--- src/rtl/tvip_axi_lite_types_pkg.sv ---
// Shared AXI4-Lite types and constants for the master-port arbiter.
package tvip_axi_lite_types_pkg;

  typedef enum logic [1:0] {
    TVIP_AXI_OKAY   = 2'b00,
    TVIP_AXI_EXOKAY = 2'b01,
    TVIP_AXI_SLVERR = 2'b10,
    TVIP_AXI_DECERR = 2'b11
  } tvip_axi_response;

  typedef enum logic [2:0] {
    IDLE    = 3'd0,
    WR_AW_W = 3'd1,
    WR_B    = 3'd2,
    RD_AR   = 3'd3,
    RD_R    = 3'd4
  } arb_state_e;

  localparam logic [2:0] AXI_PROT_DEFAULT = 3'b000;

endpackage

--- src/rtl/axi_lite_master_arbiter_if.sv ---
// AXI4-Lite master-side bus bundle; master modport faces the arbiter, slave modport faces the fabric.
interface axi_lite_master_arbiter_if #(
  parameter int ADDR_W = 32,
  parameter int DATA_W = 32
);
  localparam int STRB_W = DATA_W / 8;

  logic              awvalid, awready;
  logic [ADDR_W-1:0] awaddr;
  logic [2:0]        awprot;
  logic              wvalid, wready;
  logic [DATA_W-1:0] wdata;
  logic [STRB_W-1:0] wstrb;
  logic              bvalid, bready;
  logic [1:0]        bresp;
  logic              arvalid, arready;
  logic [ADDR_W-1:0] araddr;
  logic [2:0]        arprot;
  logic              rvalid, rready;
  logic [DATA_W-1:0] rdata;
  logic [1:0]        rresp;

  modport master (
    output awvalid, awaddr, awprot, wvalid, wdata, wstrb, bready,
           arvalid, araddr, arprot, rready,
    input  awready, wready, bvalid, bresp, arready, rvalid, rdata, rresp
  );

  modport slave (
    input  awvalid, awaddr, awprot, wvalid, wdata, wstrb, bready,
           arvalid, araddr, arprot, rready,
    output awready, wready, bvalid, bresp, arready, rvalid, rdata, rresp
  );

endinterface

--- src/rtl/axi_lite_rr_grant.sv ---
// Request vector + search start -> one-hot grant and index.
// AXI_LITE_ARB_FIXED_PRIO_EN selects fixed lowest-index priority instead of round-robin.
module axi_lite_rr_grant #(
  parameter int N     = 4,
  parameter int IDX_W = $clog2(N)
) (
  input  logic [N-1:0]     req,
  input  logic [IDX_W-1:0] ptr,
  output logic [N-1:0]     grant,
  output logic [IDX_W-1:0] idx,
  output logic             any
);

`ifdef AXI_LITE_ARB_FIXED_PRIO_EN
  logic unused_ptr;
  assign unused_ptr = ^ptr;

  always_comb begin
    idx = '0;
    for (int k = N - 1; k >= 0; k--) begin
      if (req[k]) idx = IDX_W'(k);
    end
  end
`else
  logic [IDX_W:0] cand;
  logic           found;

  // NOTE: every variable written in always_comb gets a default first, so no path leaves it unassigned (no latch).
  always_comb begin
    idx   = '0;
    found = 1'b0;
    cand  = '0;
    for (int k = 0; k < N; k++) begin
      cand = {1'b0, ptr} + (IDX_W + 1)'(k);
      if (cand >= (IDX_W + 1)'(N)) cand = cand - (IDX_W + 1)'(N);
      if (!found && req[cand[IDX_W-1:0]]) begin
        found = 1'b1;
        idx   = cand[IDX_W-1:0];
      end
    end
  end
`endif

  assign any = |req;

  always_comb begin
    grant = '0;
    if (any) grant[idx] = 1'b1;
  end

endmodule

--- src/rtl/axi_lite_master_arbiter.sv ---
// Shares one AXI4-Lite master port among NUM_REQ single-beat requesters.
// Define AXI_LITE_ARB_FIXED_PRIO_EN for fixed lowest-index priority (round-robin otherwise).
module axi_lite_master_arbiter
  import tvip_axi_lite_types_pkg::*;
#(
  parameter int NUM_REQ = 4,
  parameter int ADDR_W  = 32,
  parameter int DATA_W  = 32
) (
  input  logic                        AXI_ACLK,
  input  logic                        AXI_ARESETN,
  input  logic [NUM_REQ-1:0]          req_valid,
  output logic [NUM_REQ-1:0]          req_ready,
  input  logic [NUM_REQ-1:0]          req_write,
  input  logic [NUM_REQ*ADDR_W-1:0]   req_addr,
  input  logic [NUM_REQ*DATA_W-1:0]   req_wdata,
  input  logic [NUM_REQ*DATA_W/8-1:0] req_wstrb,
  output logic [NUM_REQ-1:0]          rsp_valid,
  output logic [DATA_W-1:0]           rsp_rdata,
  output logic [1:0]                  rsp_resp,
  axi_lite_master_arbiter_if.master   m_axi
);

  localparam int STRB_W = DATA_W / 8;
  localparam int IDX_W  = $clog2(NUM_REQ);

  arb_state_e         state_q, state_d;
  logic [NUM_REQ-1:0] gnt_onehot;
  logic [IDX_W-1:0]   gnt_idx, start_idx, sel_q;
  logic               gnt_any, grant_now;
  logic [ADDR_W-1:0]  addr_q;
  logic [DATA_W-1:0]  wdata_q;
  logic [STRB_W-1:0]  wstrb_q;
  logic               awvalid_q, wvalid_q;
  logic               aw_ok, w_ok, b_hs, r_hs;

  logic [ADDR_W-1:0]  addr_arr  [NUM_REQ];
  logic [DATA_W-1:0]  wdata_arr [NUM_REQ];
  logic [STRB_W-1:0]  wstrb_arr [NUM_REQ];

  for (genvar i = 0; i < NUM_REQ; i++) begin : g_unpack
    assign addr_arr[i]  = req_addr[i*ADDR_W +: ADDR_W];
    assign wdata_arr[i] = req_wdata[i*DATA_W +: DATA_W];
    assign wstrb_arr[i] = req_wstrb[i*STRB_W +: STRB_W];
  end

  axi_lite_rr_grant #(.N(NUM_REQ), .IDX_W(IDX_W)) u_grant (
    .req   (req_valid),
    .ptr   (start_idx),
    .grant (gnt_onehot),
    .idx   (gnt_idx),
    .any   (gnt_any)
  );

  assign grant_now = (state_q == IDLE) && gnt_any;

`ifdef AXI_LITE_ARB_FIXED_PRIO_EN
  assign start_idx = '0;
`else
  // Pointer holds where the next search starts: one past the last winner.
  logic [IDX_W-1:0] rr_ptr_q;
  assign start_idx = rr_ptr_q;

  always_ff @(posedge AXI_ACLK or negedge AXI_ARESETN) begin
    if (!AXI_ARESETN)   rr_ptr_q <= '0;
    else if (grant_now) rr_ptr_q <= (gnt_idx == IDX_W'(NUM_REQ - 1)) ? '0 : gnt_idx + IDX_W'(1);
  end
`endif

  assign aw_ok = !awvalid_q || m_axi.awready;
  assign w_ok  = !wvalid_q  || m_axi.wready;
  assign b_hs  = (state_q == WR_B) && m_axi.bvalid;
  assign r_hs  = (state_q == RD_R) && m_axi.rvalid;

  // NOTE: sequential state uses non-blocking (<=) so every flop samples pre-edge values.
  always_ff @(posedge AXI_ACLK or negedge AXI_ARESETN) begin
    if (!AXI_ARESETN) state_q <= IDLE;
    else              state_q <= state_d;
  end

  always_comb begin
    state_d = state_q;
    unique case (state_q)
      IDLE:    if (gnt_any) state_d = req_write[gnt_idx] ? WR_AW_W : RD_AR;
      WR_AW_W: if (aw_ok && w_ok) state_d = WR_B;
      WR_B:    if (b_hs) state_d = IDLE;
      RD_AR:   if (m_axi.arready) state_d = RD_R;
      RD_R:    if (r_hs) state_d = IDLE;
      default: state_d = IDLE;
    endcase
  end

  always_ff @(posedge AXI_ACLK or negedge AXI_ARESETN) begin
    if (!AXI_ARESETN) begin
      sel_q     <= '0;
      addr_q    <= '0;
      wdata_q   <= '0;
      wstrb_q   <= '0;
      awvalid_q <= 1'b0;
      wvalid_q  <= 1'b0;
      req_ready <= '0;
      rsp_valid <= '0;
      rsp_rdata <= '0;
      rsp_resp  <= '0;
    end else begin
      req_ready <= '0;
      rsp_valid <= '0;
      if (grant_now) begin
        req_ready <= gnt_onehot;
        sel_q     <= gnt_idx;
        addr_q    <= addr_arr[gnt_idx];
        wdata_q   <= wdata_arr[gnt_idx];
        wstrb_q   <= wstrb_arr[gnt_idx];
        awvalid_q <= req_write[gnt_idx];
        wvalid_q  <= req_write[gnt_idx];
      end
      // AW and W retire independently; the state leaves only once both are gone.
      if (awvalid_q && m_axi.awready) awvalid_q <= 1'b0;
      if (wvalid_q && m_axi.wready)   wvalid_q  <= 1'b0;
      if (b_hs) begin
        rsp_valid <= NUM_REQ'(1) << sel_q;
        rsp_rdata <= '0;
        rsp_resp  <= m_axi.bresp;
      end
      if (r_hs) begin
        rsp_valid <= NUM_REQ'(1) << sel_q;
        rsp_rdata <= m_axi.rdata;
        rsp_resp  <= m_axi.rresp;
      end
    end
  end

  assign m_axi.awvalid = awvalid_q;
  assign m_axi.awaddr  = addr_q;
  assign m_axi.awprot  = AXI_PROT_DEFAULT;
  assign m_axi.wvalid  = wvalid_q;
  assign m_axi.wdata   = wdata_q;
  assign m_axi.wstrb   = wstrb_q;
  assign m_axi.bready  = (state_q == WR_B);
  assign m_axi.arvalid = (state_q == RD_AR);
  assign m_axi.araddr  = addr_q;
  assign m_axi.arprot  = AXI_PROT_DEFAULT;
  assign m_axi.rready  = (state_q == RD_R);

endmodule

--- src/flat_wrapper.sv ---
// flat-port wrapper written by rule: the top's interface ports become plain ports
module axi_lite_master_arbiter_flat import tvip_axi_lite_types_pkg::*;
#(
  parameter int NUM_REQ = 4,
  parameter int ADDR_W  = 32,
  parameter int DATA_W  = 32
)
  (AXI_ACLK, AXI_ARESETN, req_valid, req_ready, req_write, req_addr, req_wdata, req_wstrb, rsp_valid, rsp_rdata, rsp_resp, m_axi_awvalid, m_axi_awaddr, m_axi_awprot, m_axi_wvalid, m_axi_wdata, m_axi_wstrb, m_axi_bready, m_axi_arvalid, m_axi_araddr, m_axi_arprot, m_axi_rready, m_axi_awready, m_axi_wready, m_axi_bvalid, m_axi_bresp, m_axi_arready, m_axi_rvalid, m_axi_rdata, m_axi_rresp);
  axi_lite_master_arbiter_if #(.ADDR_W(ADDR_W), .DATA_W(DATA_W)) m_axi_i ();
  input  logic AXI_ACLK;
  input  logic AXI_ARESETN;
  input  logic [NUM_REQ-1:0] req_valid;
  output logic [NUM_REQ-1:0] req_ready;
  input  logic [NUM_REQ-1:0] req_write;
  input  logic [NUM_REQ*ADDR_W-1:0] req_addr;
  input  logic [NUM_REQ*DATA_W-1:0] req_wdata;
  input  logic [NUM_REQ*DATA_W/8-1:0] req_wstrb;
  output logic [NUM_REQ-1:0] rsp_valid;
  output logic [DATA_W-1:0] rsp_rdata;
  output logic [1:0] rsp_resp;
  output wire logic [$bits(m_axi_i.awvalid)-1:0] m_axi_awvalid;
  output wire logic [$bits(m_axi_i.awaddr)-1:0] m_axi_awaddr;
  output wire logic [$bits(m_axi_i.awprot)-1:0] m_axi_awprot;
  output wire logic [$bits(m_axi_i.wvalid)-1:0] m_axi_wvalid;
  output wire logic [$bits(m_axi_i.wdata)-1:0] m_axi_wdata;
  output wire logic [$bits(m_axi_i.wstrb)-1:0] m_axi_wstrb;
  output wire logic [$bits(m_axi_i.bready)-1:0] m_axi_bready;
  output wire logic [$bits(m_axi_i.arvalid)-1:0] m_axi_arvalid;
  output wire logic [$bits(m_axi_i.araddr)-1:0] m_axi_araddr;
  output wire logic [$bits(m_axi_i.arprot)-1:0] m_axi_arprot;
  output wire logic [$bits(m_axi_i.rready)-1:0] m_axi_rready;
  input wire logic [$bits(m_axi_i.awready)-1:0] m_axi_awready;
  input wire logic [$bits(m_axi_i.wready)-1:0] m_axi_wready;
  input wire logic [$bits(m_axi_i.bvalid)-1:0] m_axi_bvalid;
  input wire logic [$bits(m_axi_i.bresp)-1:0] m_axi_bresp;
  input wire logic [$bits(m_axi_i.arready)-1:0] m_axi_arready;
  input wire logic [$bits(m_axi_i.rvalid)-1:0] m_axi_rvalid;
  input wire logic [$bits(m_axi_i.rdata)-1:0] m_axi_rdata;
  input wire logic [$bits(m_axi_i.rresp)-1:0] m_axi_rresp;
  assign m_axi_awvalid = m_axi_i.awvalid;
  assign m_axi_awaddr = m_axi_i.awaddr;
  assign m_axi_awprot = m_axi_i.awprot;
  assign m_axi_wvalid = m_axi_i.wvalid;
  assign m_axi_wdata = m_axi_i.wdata;
  assign m_axi_wstrb = m_axi_i.wstrb;
  assign m_axi_bready = m_axi_i.bready;
  assign m_axi_arvalid = m_axi_i.arvalid;
  assign m_axi_araddr = m_axi_i.araddr;
  assign m_axi_arprot = m_axi_i.arprot;
  assign m_axi_rready = m_axi_i.rready;
  assign m_axi_i.awready = m_axi_awready;
  assign m_axi_i.wready = m_axi_wready;
  assign m_axi_i.bvalid = m_axi_bvalid;
  assign m_axi_i.bresp = m_axi_bresp;
  assign m_axi_i.arready = m_axi_arready;
  assign m_axi_i.rvalid = m_axi_rvalid;
  assign m_axi_i.rdata = m_axi_rdata;
  assign m_axi_i.rresp = m_axi_rresp;
  axi_lite_master_arbiter #(.NUM_REQ(NUM_REQ), .ADDR_W(ADDR_W), .DATA_W(DATA_W)) u_core (.AXI_ACLK(AXI_ACLK), .AXI_ARESETN(AXI_ARESETN), .req_valid(req_valid), .req_ready(req_ready), .req_write(req_write), .req_addr(req_addr), .req_wdata(req_wdata), .req_wstrb(req_wstrb), .rsp_valid(rsp_valid), .rsp_rdata(rsp_rdata), .rsp_resp(rsp_resp), .m_axi(m_axi_i));
endmodule
--- config.mk ---
export PLATFORM = sky130hd
export DESIGN_NAME = axi_lite_master_arbiter_flat
export DESIGN_NICKNAME = d
export VERILOG_FILES = /design/src/rtl/tvip_axi_lite_types_pkg.sv /design/src/rtl/axi_lite_master_arbiter_if.sv /design/src/rtl/axi_lite_rr_grant.sv /design/src/rtl/axi_lite_master_arbiter.sv /design/src/flat_wrapper.sv
export SDC_FILE = /design/constraint.sdc
export NUM_CORES = 1
export LEC_CHECK = 0
export ABC_CLOCK_PERIOD_IN_PS = 1800
export CORE_AREA = 8 8 180 182
export DETAILED_ROUTE_END_ITERATION = 6
export DIE_AREA = 0 0 188 190
export GPL_ROUTABILITY_DRIVEN = 0
export HOLD_SLACK_MARGIN = 0.02
export PLACE_DENSITY = 0.64
export SETUP_SLACK_MARGIN = 0.3
export SYNTH_ARGS = -nofsm -noshare
export SYNTH_HDL_FRONTEND = slang
export SYNTH_SLANG_ARGS = --single-unit
--- constraint.sdc ---
create_clock -name AXI_ACLK -period 1.8 [get_ports AXI_ACLK]
set_input_delay 0.36 -clock AXI_ACLK [delete_from_list [all_inputs] [get_ports AXI_ACLK]]
set_output_delay 0.36 -clock AXI_ACLK [all_outputs]
set_load 0.01 [all_outputs]
==> impl_results.md <==
- Skew final: 18.05 ps
- Largest net degree at the start of global routing: 74
- Die Ht: 190 um
- Failing checks: negative setup slack
- Final instance area: 13700 um^2
- Status: finished with violations
- Cell count after synthesis: 587
- Crit start category: register
- Max-cap violation count: 0
- Avg Synthesized Cell Area: 11.16 um^2
- WP data arrival: 2290 ps
- Routed Antenna Nets: 0
- Antenna violations before repair: 1
- Remaining global-route overflow: 0
- Ranking of synthesized cells by area: dfrtp_1 (45%), mux2i_1 (21%), o221ai_1 (9.1%), nand2_1 (4.8%), buf_4 (4.4%)
- Initial Util: 22.29%
- HP Class: in -> async
- TritonRoute pass-1 iters: 7
- #FFs+latches synth: 119
- Fin cells: 1536
- Core area: 29400 um^2
- VDD IR max: 0.5534 mV
- Fin Hold WS: 471.6 ps
- Most frequent cells after synthesis: mux2i_1 (140), dfrtp_1 (119), nand2_1 (83), o221ai_1 (68), buf_4 (38)
- First-pass GRT wire length: 49080 um
- Ys flop type: dfrtp_1
- Vias in the first global route: 7822
- CTS HTree Levels: 4
- Final setup viols: 75
- Die width: 188 um
- Clk_lat worst skew: 420 ps
- Setup crit end kind: register
- Post-synthesis sequential area ratio: 45.44%
- Achievable Freq: 0.4960 GHz
- Period minus WS final: 2016 ps
- DRC Markers: 0
- # rows: 63
- Die area: 35720 um^2
- Worst-path clk slew: 70 ps
- Synth unique cells: 36
- Root buf cell: clkbuf_16
- Hpwl dp: 24830 um
- Clock sink total: 119
- Most instantiated library cell after synthesis: mux2i_1
- Share of cells above drive strength 1: 22.71%
- Pre-CTS setup slack: -689.6 ps
- Vias: 7053
- Synth-to-layout area growth: 109.0%
- WL/cell: 21.91 um
- Area leader, netlist: dfrtp_1
- CTS buffer count: 17
- Post-synth ARST share: 100.0%
- RSZ-0062 raised after global routing: true
- CP Class: reg -> reg
- Placement Cell Area: 11980 um^2
- Port Buffers: 469
- PD cells: 1561 nW/um^2
- Final worst path period share: 112.0%
- Total power: 21380 uW
- # IOs: 476
- Worst path setup slack after routing: -216.0 ps
- Deepest clock path buffer count: 2
- First-iteration detailed-routing DRC count: 365
- Gr usage total: 17.82%
- CTS tree: built
- Final #Nets: 1459
- Number of flops mapped to enable cells by yosys: 0
- Synth top area share: 45.44%
- Final Slew Violations: 0
- Final WL: 33660 um
- DP Cell Count: 1434
- Worst Path Required: 2080 ps
- Leakage: 0.006307 uW
- Yosys Warn Count: 0
- Crit Path Max Fanout: 7
- Mapped Area: 6554 um^2
- Vias per cell: 4.592
- Final hold violations: 0
final timing paths:
check | start | endpoint | slack, ps | cells after the start
worst min register to register | u_core.m_axi.wdata[1] | u_core.m_axi.wdata[1] | 480 | 2
min in group AXI_ACLK | u_core.m_axi.wdata[1] | u_core.m_axi.wdata[1] | 480 | 2
worst min-delay path | AXI_ARESETN | u_core.m_axi.araddr[5] | 470 | 3
worst max register to register | u_core.rr_ptr_q[0] | u_core.m_axi.araddr[0] | -220 | 9
worst max-delay path | u_core.rr_ptr_q[0] | u_core.m_axi.araddr[0] | -220 | 9
max in group asynchronous | AXI_ARESETN | u_core.m_axi.wdata[15] | 900 | 3
cell usage in the layout (no fill, tap or decap), types with 12 or more instances in the layout:
master and n:
buf_4 61, o221ai_1 66, clkbuf_16 23, clkdlybuf4s50_1 316, buf_2 12, nand2_1 75
dfrtp_1 116, mux2i_1 130, clkdlybuf4s15_1 63, dlygate4sd2_1 57, a22o_1 32, buf_6 43
buf_12 26
power by group:
group	internal (uW)	switching, uW	total [uW]
clock	2080	1430	3510
combinational	7140	5910	13100
sequential	3950	864	4810
total	13200	8210	21400
critical path, cell delays in order (launching register included):
cell	delay [ps]
dfrtp_1	400
nor2_2	60
o21bai_4	160
a221oi_2	310
buf_4	230
inv_12	60
buf_12	150
clkbuf_16	160
mux2i_2	190
o221ai_2	120
per-layer routing:
layer | GRT usage [%] | share of wire (%) | routed length (um)
met4 | 5.576 | 2.2 | 729
met3 | 5.401 | 6.2 | 2095
met5 | 0 | 0 | 0
met1 | 20.11 | 39 | 13200
met2 | 31.82 | 52 | 17630
state kept, by name, summed over array words and instances, names as in the netlist:
register and count:
u_core.state_q 3, u_core.m_axi.awvalid 1, u_core.m_axi.wstrb 4, u_core.rsp_resp 2, u_core.sel_q 2, u_core.rsp_valid 4
u_core.m_axi.araddr 32, u_core.m_axi.wdata 32, u_core.rsp_rdata 32, u_core.req_ready 4, u_core.rr_ptr_q 2, u_core.m_axi.wvalid 1
through the flow:
stage | utilization [%] | TNS, ps
floorplan | - | -16.64
global placement | 40.75 | -41490
detailed placement | 40.75 | -44470
CTS | 45.11 | -7307
global route | 46.59 | -15840
finish | 46.59 | -11710
final cells by class:
cell class | count | area [um^2]
Fill cell | 2747 | 15700
Timing Repair Buffer | 607 | 6269
Multi-Input combinational cell | 381 | 3326
Sequential cell | 119 | 2982
Tap cell | 390 | 488.0
Clock buffer | 18 | 429.2
Clock inverter | 14 | 162.7
Inverter | 6 | 40.04
Antenna cell | 1 | 2.502
timing repair:
item,in CTS,in global routing
setup buffers,46,11
endpoints found under the hold margin,109,0
pin swaps,23,31
gates cloned,5,6
hold buffers,1,0
gates resized for setup,331,112
endpoints found under the setup margin,264,189
kinds of logic (layout without fill, tap and decap cells):
logic type	count (synthesis)	after routing	synth area share (%)
simple gates	110	110	7.236
other cells	1	7	0.05722
flops	119	119	45.44
mux	143	143	22.07
buf+inv	92	645	9.202
fa+ha+maj	4	4	0.7637
compound gates	118	118	15.23
Power figures use the tool's default switching activity.
